## src/rtl/bcd_pulse_gen_if.sv

```systemverilog
// Control/status bundle of the preset BCD pulse-train generator.
// The master drives enabl/start/bcd_in; the generator (slave) returns the pulse train and status.
interface bcd_pulse_gen_if #(
   parameter int DIGITS = 4
);
   logic                  enabl;
   logic                  start;
   logic [4*DIGITS-1:0]   bcd_in;
   logic                  pulse_out;
   logic [4*DIGITS-1:0]   dout;
   logic                  busy;
   logic                  done;
   logic                  err;

   modport master (
      output enabl, start, bcd_in,
      input  pulse_out, dout, busy, done, err
   );

   modport slave (
      input  enabl, start, bcd_in,
      output pulse_out, dout, busy, done, err
   );
endinterface

```

## src/rtl/bcd_pulse_gen.sv

```systemverilog
// Preset BCD pulse-train generator: loads a BCD count and emits exactly that many pulses,
// counting the remaining pulses down in BCD and strobing done (or err on a bad preset).
module bcd_pulse_gen #(
   parameter int DIGITS   = 4,
   parameter int HIGH_CYC = 1,
   parameter int LOW_CYC  = 1
) (
   input  logic           clk,
   input  logic           clr_n,
   bcd_pulse_gen_if.slave bus
);
   localparam int W    = 4 * DIGITS;
   localparam int PMAX = (HIGH_CYC > LOW_CYC) ? HIGH_CYC : LOW_CYC;
   localparam int TW   = (PMAX > 1) ? $clog2(PMAX) : 1;
   localparam logic [TW-1:0] HIGH_LAST = TW'(HIGH_CYC - 1);
   localparam logic [TW-1:0] LOW_LAST  = TW'(LOW_CYC - 1);

   typedef enum logic [1:0] {IDLE = 2'd0, HIGH = 2'd1, LOW = 2'd2} state_t;

   state_t        state, state_nxt;
   logic [TW-1:0] tmr, tmr_nxt;
   logic [W-1:0]  dout_r, dout_nxt;
   logic          pulse_r, pulse_nxt;
   logic          busy_r, busy_nxt;
   logic          done_r, done_nxt;
   logic          err_r, err_nxt;

   logic          high_last, low_last, load_req, preset_ok, preset_zero;

   function automatic logic bcd_valid(input logic [W-1:0] v);
      logic ok;
      ok = 1'b1;
      for (int i = 0; i < DIGITS; i++)
         if (v[4*i +: 4] > 4'd9) ok = 1'b0;
      return ok;
   endfunction

   // Ripple-borrow decrement: a zero digit wraps to 9 and passes the borrow upward.
   function automatic logic [W-1:0] bcd_dec(input logic [W-1:0] v);
      logic [W-1:0] r;
      logic         borrow;
      r      = v;
      borrow = 1'b1;
      for (int i = 0; i < DIGITS; i++) begin
         if (borrow) begin
            if (v[4*i +: 4] == 4'd0) begin
               r[4*i +: 4] = 4'd9;
            end else begin
               r[4*i +: 4] = v[4*i +: 4] - 4'd1;
               borrow      = 1'b0;
            end
         end
      end
      return r;
   endfunction

   assign high_last   = (tmr == HIGH_LAST);
   assign low_last    = (tmr == LOW_LAST);
   assign load_req    = bus.enabl && bus.start;
   assign preset_ok   = bcd_valid(bus.bcd_in);
   assign preset_zero = (bus.bcd_in == '0);

   always_ff @(posedge clk) begin
      if (!clr_n) begin
         state   <= IDLE;
         tmr     <= '0;
         dout_r  <= '0;
         pulse_r <= 1'b0;
         busy_r  <= 1'b0;
         done_r  <= 1'b0;
         err_r   <= 1'b0;
      end else begin
         state   <= state_nxt;
         tmr     <= tmr_nxt;
         dout_r  <= dout_nxt;
         pulse_r <= pulse_nxt;
         busy_r  <= busy_nxt;
         done_r  <= done_nxt;
         err_r   <= err_nxt;
      end
   end

   always_comb begin
      state_nxt = state;
      if (bus.enabl) begin
         case (state)
            IDLE:    if (load_req && preset_ok && !preset_zero) state_nxt = HIGH;
            HIGH:    if (high_last) state_nxt = LOW;
            LOW:     if (low_last) state_nxt = (dout_r == '0) ? IDLE : HIGH;
            default: state_nxt = IDLE;
         endcase
      end
   end

   // With enabl low everything holds and the strobes stay quiet.
   always_comb begin
      tmr_nxt   = tmr;
      dout_nxt  = dout_r;
      pulse_nxt = pulse_r;
      busy_nxt  = busy_r;
      done_nxt  = 1'b0;
      err_nxt   = 1'b0;
      if (bus.enabl) begin
         case (state)
            IDLE: begin
               if (load_req) begin
                  if (!preset_ok) begin
                     err_nxt = 1'b1;
                  end else if (preset_zero) begin
                     done_nxt = 1'b1;
                     dout_nxt = '0;
                  end else begin
                     dout_nxt  = bus.bcd_in;
                     busy_nxt  = 1'b1;
                     pulse_nxt = 1'b1;
                     tmr_nxt   = '0;
                  end
               end
            end
            HIGH: begin
               if (high_last) begin
                  dout_nxt  = bcd_dec(dout_r);
                  pulse_nxt = 1'b0;
                  tmr_nxt   = '0;
               end else begin
                  tmr_nxt = tmr + 1'b1;
               end
            end
            LOW: begin
               if (low_last) begin
                  tmr_nxt = '0;
                  if (dout_r != '0) begin
                     pulse_nxt = 1'b1;
                  end else begin
                     busy_nxt = 1'b0;
                     done_nxt = 1'b1;
                  end
               end else begin
                  tmr_nxt = tmr + 1'b1;
               end
            end
            default: begin
               tmr_nxt = '0;
            end
         endcase
      end
   end

   assign bus.pulse_out = pulse_r;
   assign bus.dout      = dout_r;
   assign bus.busy      = busy_r;
   assign bus.done      = done_r;
   assign bus.err       = err_r;
endmodule

```

## src/flat_wrapper.sv

```systemverilog
// flat-port wrapper written by rule: the top's interface ports become plain ports
module bcd_pulse_gen_flat 
#(
   parameter int DIGITS   = 4,
   parameter int HIGH_CYC = 1,
   parameter int LOW_CYC  = 1
)
  (clk, clr_n, bus_enabl, bus_start, bus_bcd_in, bus_pulse_out, bus_dout, bus_busy, bus_done, bus_err);
  bcd_pulse_gen_if #(.DIGITS(DIGITS)) bus_i ();
  input  logic clk;
  input  logic clr_n;
  input wire logic [$bits(bus_i.enabl)-1:0] bus_enabl;
  input wire logic [$bits(bus_i.start)-1:0] bus_start;
  input wire logic [$bits(bus_i.bcd_in)-1:0] bus_bcd_in;
  output wire logic [$bits(bus_i.pulse_out)-1:0] bus_pulse_out;
  output wire logic [$bits(bus_i.dout)-1:0] bus_dout;
  output wire logic [$bits(bus_i.busy)-1:0] bus_busy;
  output wire logic [$bits(bus_i.done)-1:0] bus_done;
  output wire logic [$bits(bus_i.err)-1:0] bus_err;
  assign bus_i.enabl = bus_enabl;
  assign bus_i.start = bus_start;
  assign bus_i.bcd_in = bus_bcd_in;
  assign bus_pulse_out = bus_i.pulse_out;
  assign bus_dout = bus_i.dout;
  assign bus_busy = bus_i.busy;
  assign bus_done = bus_i.done;
  assign bus_err = bus_i.err;
  bcd_pulse_gen #(.DIGITS(DIGITS), .HIGH_CYC(HIGH_CYC), .LOW_CYC(LOW_CYC)) u_core (.clk(clk), .clr_n(clr_n), .bus(bus_i));
endmodule
```

## config.mk

```make
export PLATFORM = sky130hd
export DESIGN_NAME = bcd_pulse_gen_flat
export DESIGN_NICKNAME = d
export VERILOG_FILES = /design/src/rtl/bcd_pulse_gen_if.sv /design/src/rtl/bcd_pulse_gen.sv /design/src/flat_wrapper.sv
export SDC_FILE = /design/constraint.sdc
export NUM_CORES = 1
export LEC_CHECK = 0
export ABC_AREA = 1
export CORE_MARGIN = 3
export CORE_UTILIZATION = 48
export DETAILED_ROUTE_END_ITERATION = 7
export GPL_TIMING_DRIVEN = 0
export PLACE_DENSITY = 0.79
export SLEW_MARGIN = 20
export SYNTH_ARGS = -nofsm -noshare
export SYNTH_HDL_FRONTEND = slang
export SYNTH_SLANG_ARGS = --single-unit
```

## constraint.sdc

```tcl
create_clock -name clk -period 1.61 [get_ports clk]
set_clock_uncertainty 0.1 [all_clocks]
set_input_delay 0.322 -clock clk [delete_from_list [all_inputs] [get_ports clk]]
set_output_delay 0.322 -clock clk [all_outputs]
set_load 0.01 [all_outputs]
```

## Word level (Yosys, flattened, before mapping)

Index checks and enable logic that the tools add are counted.

- Bits in registers: 23
- Input bits: 20
- Output and inout port bits: 20

- Add/subtract/negate cells: 5
- Magnitude comparators: 4
- Equality and inequality tests: 13
- Mux-type cells: 57
- Reduce and logical (&&, ||, !) cells: 26

Operators with widths:

| operator | number |
|---|---|
| 2-to-1 mux 16 bit | 4 |
| 2-to-1 mux 1 bit | 37 |
| logical NOT 16 bit | 2 |
| one-hot mux 16 bit (2 select lines) | 1 |
| 2-to-1 mux 4 bit | 7 |
| AND reduction 6 bit | 3 |
| greater-than comparator 4 bit, second input constant | 4 |
| logical NOT 4 bit | 4 |
| nonzero test 16 bit | 1 |
| subtractor 4 x 1 -> 4 bit, second input constant | 4 |
| inequality test 2 x 1 -> 1 bit, second input constant | 7 |
| AND reduction 4 bit | 3 |
| inequality test 2 bit, second input constant | 4 |
| AND reduction 8 bit | 1 |
| AND reduction 7 bit | 1 |
| 2-to-1 mux 2 bit | 3 |
| one-hot mux 1 bit (2 select lines) | 3 |
| one-hot mux 2 bit (3 select lines) | 1 |
| AND reduction 5 bit | 1 |
| nonzero test 2 bit | 2 |
| logical AND 1 bit | 3 |
| one-hot mux 1 bit (3 select lines) | 1 |
| nonzero test 3 bit | 1 |
| equality test 2 x 1 -> 1 bit, second input constant | 1 |
| 6 further kinds | 6 |

## Longest topological paths before layout

Gate-level depths: netlist of run 1.

- Depth in word-level cells: 16
- Gate-level depth with buffers: 10
- Mapped depth without buffers: 10

## Least setup slack after synthesis of run 1

No wires, ideal clock.

- Path kind: flip-flop to flip-flop
- Start: reg u_core.dout_r[0] (netlist: u_core.bus.dout[0])
- End: reg u_core.dout_r[15] (netlist: u_core.bus.dout[15])
- Arrival: 1193 ps
- Path slack: 196 ps
- Stages on the path, launching flop included: 9
- Buffers on the path: 0
- Clock period less this slack: 1414 ps
- Cell sequence: dfxtp_1 nor2_2 nand2_1 nor2_1 nand4_1 nand2_1 nand2_1 nand2_1 a21oi_2

- Word-level cells in the longest chain between the ends: 15

RTL lines:

| item | line | RTL |
|---|---|---|
| start, declared | bcd_pulse_gen.sv:22 | `logic [W-1:0] dout_r, dout_nxt;` |
| start signal, assigned | bcd_pulse_gen.sv:75 | `dout_r <= dout_nxt;` |
| logical NOT 4 bit | bcd_pulse_gen.sv:46 | `if (v[4*i +: 4] == 4'd0) begin` |
| 2-to-1 mux 1 bit | bcd_pulse_gen.sv:46 |  |
| 2-to-1 mux 1 bit | bcd_pulse_gen.sv:121 | `if (high_last) begin` |
| 2-to-1 mux 1 bit | bcd_pulse_gen.sv:104 | `case (state)` |
| 2-to-1 mux 1 bit | bcd_pulse_gen.sv:103 | `if (bus.enabl) begin` |
| 2-to-1 mux 1 bit | bcd_pulse_gen.sv:45 | `if (borrow) begin` |
| 2-to-1 mux 1 bit | bcd_pulse_gen.sv:121 |  |
| 2-to-1 mux 1 bit | bcd_pulse_gen.sv:104 |  |
| 2-to-1 mux 1 bit | bcd_pulse_gen.sv:103 |  |
| 2-to-1 mux 1 bit | bcd_pulse_gen.sv:45 |  |
| 2-to-1 mux 1 bit | bcd_pulse_gen.sv:121 |  |
| 2-to-1 mux 1 bit | bcd_pulse_gen.sv:104 |  |
| 2-to-1 mux 1 bit | bcd_pulse_gen.sv:103 |  |
| inequality test 2 x 1 -> 1 bit (no source line) | n/a |  |
| AND reduction 6 bit (no source line) | n/a |  |

No other way between the ends. The select of a mux whose other input is x is not followed.
A chain may end at the register's enable or synchronous reset.

## Worst setup path after layout of run 1

- Start: in bus_enabl
- End: reg u_core.dout_r[9] (netlist: u_core.bus.dout[9])

- Word-level cells in the longest chain between the ends: 3

RTL lines:

| item | line | RTL |
|---|---|---|
| start, declared | flat_wrapper.sv:12 | `input wire logic [$bits(bus_i.enabl)-1:0] bus_enabl;` |
| logical AND 1 bit | bcd_pulse_gen.sv:59 | `assign load_req = bus.enabl && bus.start;` |
| inequality test 2 x 1 -> 1 bit (no source line) | n/a |  |
| AND reduction 6 bit (no source line) * | n/a |  |

Mark *: on every way between the ends. The rest lies on a longest branch, timed or not.

==> summary.md, run 1 <==
| Metric | Value |
|---|---|
| Final WS setup | `0.0885 ns` |
| Ys Warns | `0` |
| Netlist Area Pre-Place | `approximately 1500 um2` |
| DRT iter0 DRCs | `approximately 140` |
| Lkg Pwr | `around 0.0011 uW` |
| Drt wl/cell | `~13 um` |
| Port Buf Inserts | `38` |
| Vias/cell | `about 5.2` |
| Max-cap violations | `0` |
| Peak supply drop | `roughly 0.58 mV` |
| Syn Inst Count | `roughly 240` |
| Gr ovfl total | `0` |
| CP Capture Type | `flip-flop` |
| M3 GR Usage | `under 10%` |
| Pins Over Slew Limit | `0` |
| Fill count | `257` |
| Vias after detailed routing | `between 1500 and 2000` |
| Final hold vios | `0` |
| Busiest grt layer | `met2` |
| CTS buffer count | `3` |
| FF+latch count, synth | `22` |
| Syn nets | `257` |
| Vias in the first global route | `1501` |
| Die Span X | `62.1 um` |
| Clock transition at path regs | `between 0.1 and 0.15 ns` |
| Hold WS | `roughly 0.25 ns` |
| Worst Setup Start Kind | `primary input` |
| First-pass GRT wire length | `about 6600 um` |
| Crit path DAT | `around 1.7 ns` |
| Met2 GRT Util | `between 30% and 40%` |
| Worst-Margin Slew | `roughly 0.35 ns` |
| Residual DRC | `0` |
| Post-synthesis sequential area ratio | `29.2%` |
| Met1 Use GR | `31.1%` |
| Clock Tree Buf Depth | `2` |
| Crit path max fanout | `10` |
| Final #Nets | `about 310` |
| Largest net degree at the start of global routing | `13` |
| Commonest non-fill, non-tap cell in the layout | `nand2_1` |
| Die Y | `about 62 um` |
| RSZ-0062 raised after global routing | `false` |
| Hold WC Path Type | `primary input to flip-flop` |
| Status | `completed` |
| CTS tree | `yes` |
| Top-level I/O count | `40` |
| Wire length after detailed routing | `4180 um` |
| N_diodes | `0` |
| Fmax | `about 660 MHz` |
| WP data required | `between 1.5 and 2 ns` |
| Initial antenna violation count | `0` |
| Count of different cell masters after synthesis | `30` |
| Placed cell area | `just under 2000 um2` |
| H-tree depth | `1` |
| Syn Area/Cell | `6.37 um2` |
| Final ANT Viol Nets | `0` |
| Final min period | `1.52 ns` |
| Routability cong. | `about 0.9` |
| Final setup violation count | `0` |
| Final period util | `between 90 and 100%` |
| CTS sink cnt | `22` |
| Commonest cells after routing, fill and taps aside | `nand2_1 (56), nor2_1 (29), dlygate4sd2_1 (25), a21oi_1 (21), inv_1 (19)` |
| Hold_buf cts | `0` |
| DR pass1 iterations | `4` |
| Clock root buffer master | `clkbuf_4` |
| Final HPWL DP | `between 3000 and 4000 um` |
| Proportion of layout cells with a drive suffix above 1 | `between 20% and 30%` |
| Area Overhead vs Synth | `42.6%` |
| Core area | `approximately 2900 um2` |
| Row cnt | `19` |
| Dpl ws | `-0.471 ns` |
| Die area | `3850 um2` |
| Initial core utilization | `52.5%` |
| Global Route Usage Sum | `between 20% and 30%` |
| Critical path class | `primary input to flip-flop` |
| Slew headroom | `between 70% and 80%` |
| Setup_tns | `0 ns` |
| Worst-Skew Late Latency | `0.33 ns` |
| Core Util, Final | `between 70 and 80%` |
| P per Cell Area | `roughly 600 nW/um2` |
| Final Cell Area | `between 2000 and 2500 um2` |
[synthesized netlist by cell type]
master    instances  area, um2
a21o_1            1       7.51
a21oi_1          21        105
a21oi_2           8       70.1
a21oi_4           1       16.3
a22o_1            1       8.76
a31oi_1           1       6.26
buf_2             2       10.0
buf_6             2       22.5
clkbuf_1          1       3.75
clkinv_4          1       8.76
dfxtp_1          22        440
inv_1            21       78.8
inv_2             2       7.51
mux2i_1           1       10.0
nand2_1          61        229
nand2_2           6       37.5
nand3_1          15       75.1
nand3_2           2       20.0
nand4_1           3       18.8
nand4_2           1       12.5
nor2_1           37        139
nor2_2            6       37.5
nor2_4            2       22.5
o211ai_1          2       15.0
o21ai_0           9       45.0
o21ai_1           4       20.0
o21ai_2           1       8.76
o21ai_4           1       16.3
o21bai_1          1       7.51
xor2_1            1       8.76
[routing by layer]
| layer | routed length, um | part of all wire [%] |
|---|---|---|
| met1 | 1800 | 43 |
| met2 | 2020 | 48 |
| met3 | 286 | 6.8 |
| met4 | 74 | 1.8 |
| met5 | 0 | 0 |
[worst paths after layout]
kind / cells after the start / from / slack, ns / endpoint
max reg2reg: 8 / u_core.bus.dout[5]$_SDFFE_PN0P_ / 0.09 / u_core.bus.dout[14]$_SDFFE_PN0P_
max: 8 / bus_enabl / 0.09 / u_core.bus.dout[9]$_SDFFE_PN0P_
min: 3 / clr_n / 0.25 / u_core.bus.dout[5]$_SDFFE_PN0P_
min reg2reg: 2 / u_core.bus.pulse_out$_SDFFE_PN0P_ / 0.36 / u_core.bus.pulse_out$_SDFFE_PN0P_
[flip-flops by register name (all words and copies together), names as in the netlist]
signal / flops
u_core.bus.err: 1
u_core.bus.busy: 1
u_core.bus.done: 1
u_core.state: 2
u_core.bus.pulse_out: 1
u_core.bus.dout: 16
[what timing repair did]
item | CTS | global route
buffers inserted | 7 | 4
cloned | 0 | 0
endpoints found under the setup margin | 33 | 20
resized for setup | 48 | 29
pin swaps | 8 | 9
[cells by family after synthesis]
logic type	share of synthesized area, %
simple gates	39.2
compound gates	21.6
buf+inv	8.71
mux	0.663
flops	29.2
xor+xnor	0.581
[worst max-delay path: stages]
cell             delay, ns
clkdlybuf4s50_1       0.51
buf_6                 0.16
nand3_2               0.13
nand2_2               0.14
nand4_2               0.16
nand2_1               0.10
nand2_1               0.06
a21oi_2               0.10
[per-stage QoR]
step	total power, uW	cells
2_1_floorplan	810	237
5_1_grt	1370	332
3_5_place_dp	942	317
6_report	1300	332
4_1_cts	1270	328
3_3_place_gp	938	317
[power by group]
part           total (uW)  switching (uW)  internal, uW
combinational         383             220           163
clock                 327             188           139
sequential            589            24.5           564
total                1300             433           866
[final cells by class]
type                       count  area [um2]  area share (%)
inverter                      24        95.1            4.42
sequential                    22         468            21.7
clock buffer                   4        36.3            1.69
timing repair buffer          49         453            21.0
multi-input combinational    186        1000            46.7
buffer                         5        42.5            1.98
tap                           42        52.6            2.44
No activity file was read; power rests on OpenSTA's default activity.
==> run 2: changes to the inputs <==
Settings changed: ABC_AREA 1 to 0, CORE_UTILIZATION 48 to 46.
==> run 2 against run 1 <==
  * The flow now finishes with violations (setup timing)
  * Critical path depth shrank 3
  * Clock-buffer cell count is the same
  * Synthesized cell count shrank 27%
  * Via count shrank 0.81%
  * Flip-flop and latch count is the same
  * Clock power is essentially flat
  * Non-clock buffer count grew 5
  * First-iteration DRC count grew 9.9%
  * Sequential share of layout area grew 1.1 points
  * Hold slack gained 0.030 ns
  * Cell area shrank 4.3%
  * Core utilization grew 5.4 points
==> summary.md, run 2 <==
| Metric | Value |
|---|---|
| Die area | `~3500 um2` |
| Routability cong. | `slightly below 0.9` |
| Reg2Reg Setup Slack | `-0.57 ns` |
| Max-cap violations | `0` |
| H-tree depth | `1` |
| Die Y | `between 50 and 60 um` |
| Count of different cell masters after synthesis | `40` |
| Finished Layout Cells | `259` |
| Crit path DAT | `2.30 ns` |
| RSZ-0062 raised after global routing | `true` |
| Proportion of layout cells with a drive suffix above 1 | `a little over 30%` |
| Total power | `approximately 1300 uW` |
| Placed insts | `241` |
| Core area | `2570 um2` |
| Failing checks | `setup timing` |
| DRT iter0 DRCs | `roughly 160` |
| Final WS setup | `-0.570 ns` |
| Post-synthesis sequential area ratio | `between 30% and 40%` |
| Vias in the first global route | `1610` |
| Area leader, netlist | `dfxtp_1` |
| Die Span X | `~60 um` |
| Top-level I/O count | `40` |
| Post-synth EDFFs | `0` |
| Wire length after detailed routing | `around 5000 um` |
| Netlist Area Pre-Place | `roughly 1300 um2` |
| Syn Area/Cell | `about 7.4 um2` |
| N_diodes | `0` |
| Gr ovfl total | `0` |
| CP Capture Type | `flip-flop` |
| Final period util | `135%` |
| Count leader, synth | `nor2_1` |
| Commonest cells post-synth | `nor2_1 (25), nand2_1 (24), dfxtp_1 (22)` |
| Critical path class | `flip-flop to flip-flop` |
| Largest net degree at the start of global routing | `13` |
| Commonest cells after routing, fill and taps aside | `dlygate4sd2_1 (29), nor2_1 (25), nand2_1 (24), buf_4 (13), o21ai_0 (13)` |
| Dpl ws | `-1.08 ns` |
| Clock share of power | `between 20% and 30%` |
| Final setup violation count | `21` |
| Final HPWL DP | `around 3000 um` |
| FF-to-FF Start | `u_core.bus.dout[3]$_SDFFE_PN0P_` |
| CTS sink cnt | `22` |
| Seq pwr share | `about 45%` |
| Clock root buffer master | `clkbuf_4` |
| Final #Nets | `250` |
| Final hold vios | `0` |
| Syn nets | `between 150 and 200` |
| Slew headroom | `approximately 63%` |
| P per Cell Area | `about 630 nW/um2` |
| Final min period | `~2.2 ns` |
| Row cnt | `18` |
| First-pass GRT wire length | `around 7200 um` |
| Final Cell Area | `between 2000 and 2500 um2` |
| Post-synth top area share | `roughly a third` |
| CTS buffer count | `3` |
| Final ANT Viol Nets | `0` |
| Vias after detailed routing | `1713` |
| Fill count | `178` |
| Fmax | `roughly 460 MHz` |
| Pins Over Slew Limit | `0` |
| Max reg flops | `16` |
| Seq. cell area | `roughly 470 um2` |
| Area Overhead vs Synth | `60.1%` |
| Async set-reset flop share out of synthesis | `0%` |
| Crit path max fanout | `3` |
| WP data required | `approximately 1.7 ns` |
| Multi-input gate area | `1010 um2` |
| Initial antenna violation count | `0` |
| Clock Tree Buf Depth | `2` |
| Worst-Margin Slew | `roughly 0.55 ns` |
| Residual DRC | `0` |
| DR pass1 iterations | `4` |
| Worst-Skew Late Latency | `between 0.3 and 0.4 ns` |
| Pint | `between 800 and 900 uW` |
| Port Buf Inserts | `37` |
| Lkg Pwr | `0.000883 uW` |
| Commonest non-fill, non-tap cell in the layout | `dlygate4sd2_1` |
| Status | `complete, but fails checks` |
| CTS tree | `yes` |
| Placed cell area | `around 1700 um2` |
| Hold WC Path Type | `primary input to flip-flop` |
| Ys Warns | `0` |
| Initial core utilization | `50.1%` |
| Syn Inst Count | `approximately 170` |
| FF+latch count, synth | `22` |
| Clock transition at path regs | `roughly 0.13 ns` |
| Synth Flop Type | `dfxtp_1` |
| Peak supply drop | `~0.61 mV` |
| Worst Setup Start Kind | `flip-flop` |
| Core Util, Final | `80.2%` |
| Hold_sp | `clr_n` |
| Sw Share | `32.2%` |
| Vias/cell | `about 6.6` |
| Combinational Power Share | `between 30% and 40%` |
| Drt wl/cell | `19.2 um` |
| Global Route Usage Sum | `a little over a quarter` |
| Crit path from | `u_core.bus.dout[3]$_SDFFE_PN0P_` |
| Sw power | `between 400 and 500 uW` |
| Synth top area cells | `dfxtp_1 (34%), nor2_1 (7.3%), nand2_1 (7.0%)` |
==> run 2: cell types whose count changed after synthesis, moves of 7 or more <==
cell,previous run,this run
a21oi_1,21,9
o21ai_0,9,17
nor2_1,37,25
nand3_1,15,5
nand2_1,61,24
clkbuf_1,1,8
inv_1,21,2
a21oi_2,8,0
==> run 2: cells by family after synthesis <==
family	after synthesis	synth area share (%)
AND/OR/NAND/NOR	82	31.3
flip-flops	22	34.2
AO/OA/AOI/OAI	56	28.8
multiplexers	3	2.33
buffers and inverters	11	3.31
==> run 2: final cells by class <==
class | instances | area share [%]
buffer | 9 | 2.61
tap | 30 | 1.82
timing repair buffer | 50 | 21.5
sequential | 22 | 22.8
clock buffer | 4 | 1.76
inverter | 2 | 0.365
multi-input combinational | 142 | 49.1
==> run 2: per-stage QoR <==
stage | hold slack [ns] | TNS, ns
after global placement | 0.354 | -13.45
final | 0.282 | -6.55
after detailed placement | 0.362 | -14.50
after floorplan | 0.379 | -2.84
after global routing | 0.308 | -7.88
after CTS | 0.285 | -5.65
==> run 2: final timing paths <==
check	cells past startpoint	to
worst min register to register	1	u_core.bus.pulse_out$_SDFFE_PN0P_
worst max-delay path	5	u_core.bus.busy$_SDFFE_PN0P_
worst max register to register	5	u_core.bus.busy$_SDFFE_PN0P_
worst min-delay path	3	u_core.bus.dout[6]$_SDFFE_PN0P_
==> run 2: power groups by stage <==
| stage | Combinational [uW] | Sequential (uW) | Clock (uW) |
|---|---|---|---|
| detailed placement | 273 | 595 | 0 |
| global placement | 268 | 593 | 0 |
| CTS | 308 | 581 | 316 |
| finish | 388 | 582 | 324 |
| global route | 412 | 584 | 339 |
| floorplan | 145 | 598 | 0 |
==> run 2: what timing repair did <==
item                       CTS  global route
gates resized for setup     72            23
setup endpoints to repair   39            25
cloned                       0             1
pin swaps                   11            12
hold buffers                 0             0
buffers inserted             8             5
==> run 2: critical path, stage by stage, from the launching register on <==
cell and delay [ns]:
dfxtp_4 0.37, or4_4 0.55, and4b_2 0.34, nand2_1 0.05, or4_1 0.42, a32o_1 0.25
==> run 2: metal layers <==
| layer | track usage, % | routed length (um) | vias to the layer above | share of wire [%] |
|---|---|---|---|---|
| li1 | - | - | 769 | - |
| met1 | 30.3 | 1900 | 809 | 38 |
| met2 | 46.1 | 2420 | 112 | 49 |
| met3 | 7.24 | 498 | 23 | 10 |
| met4 | 8.74 | 149 | 0 | 3.0 |
| met5 | 0 | 0 | - | 0 |
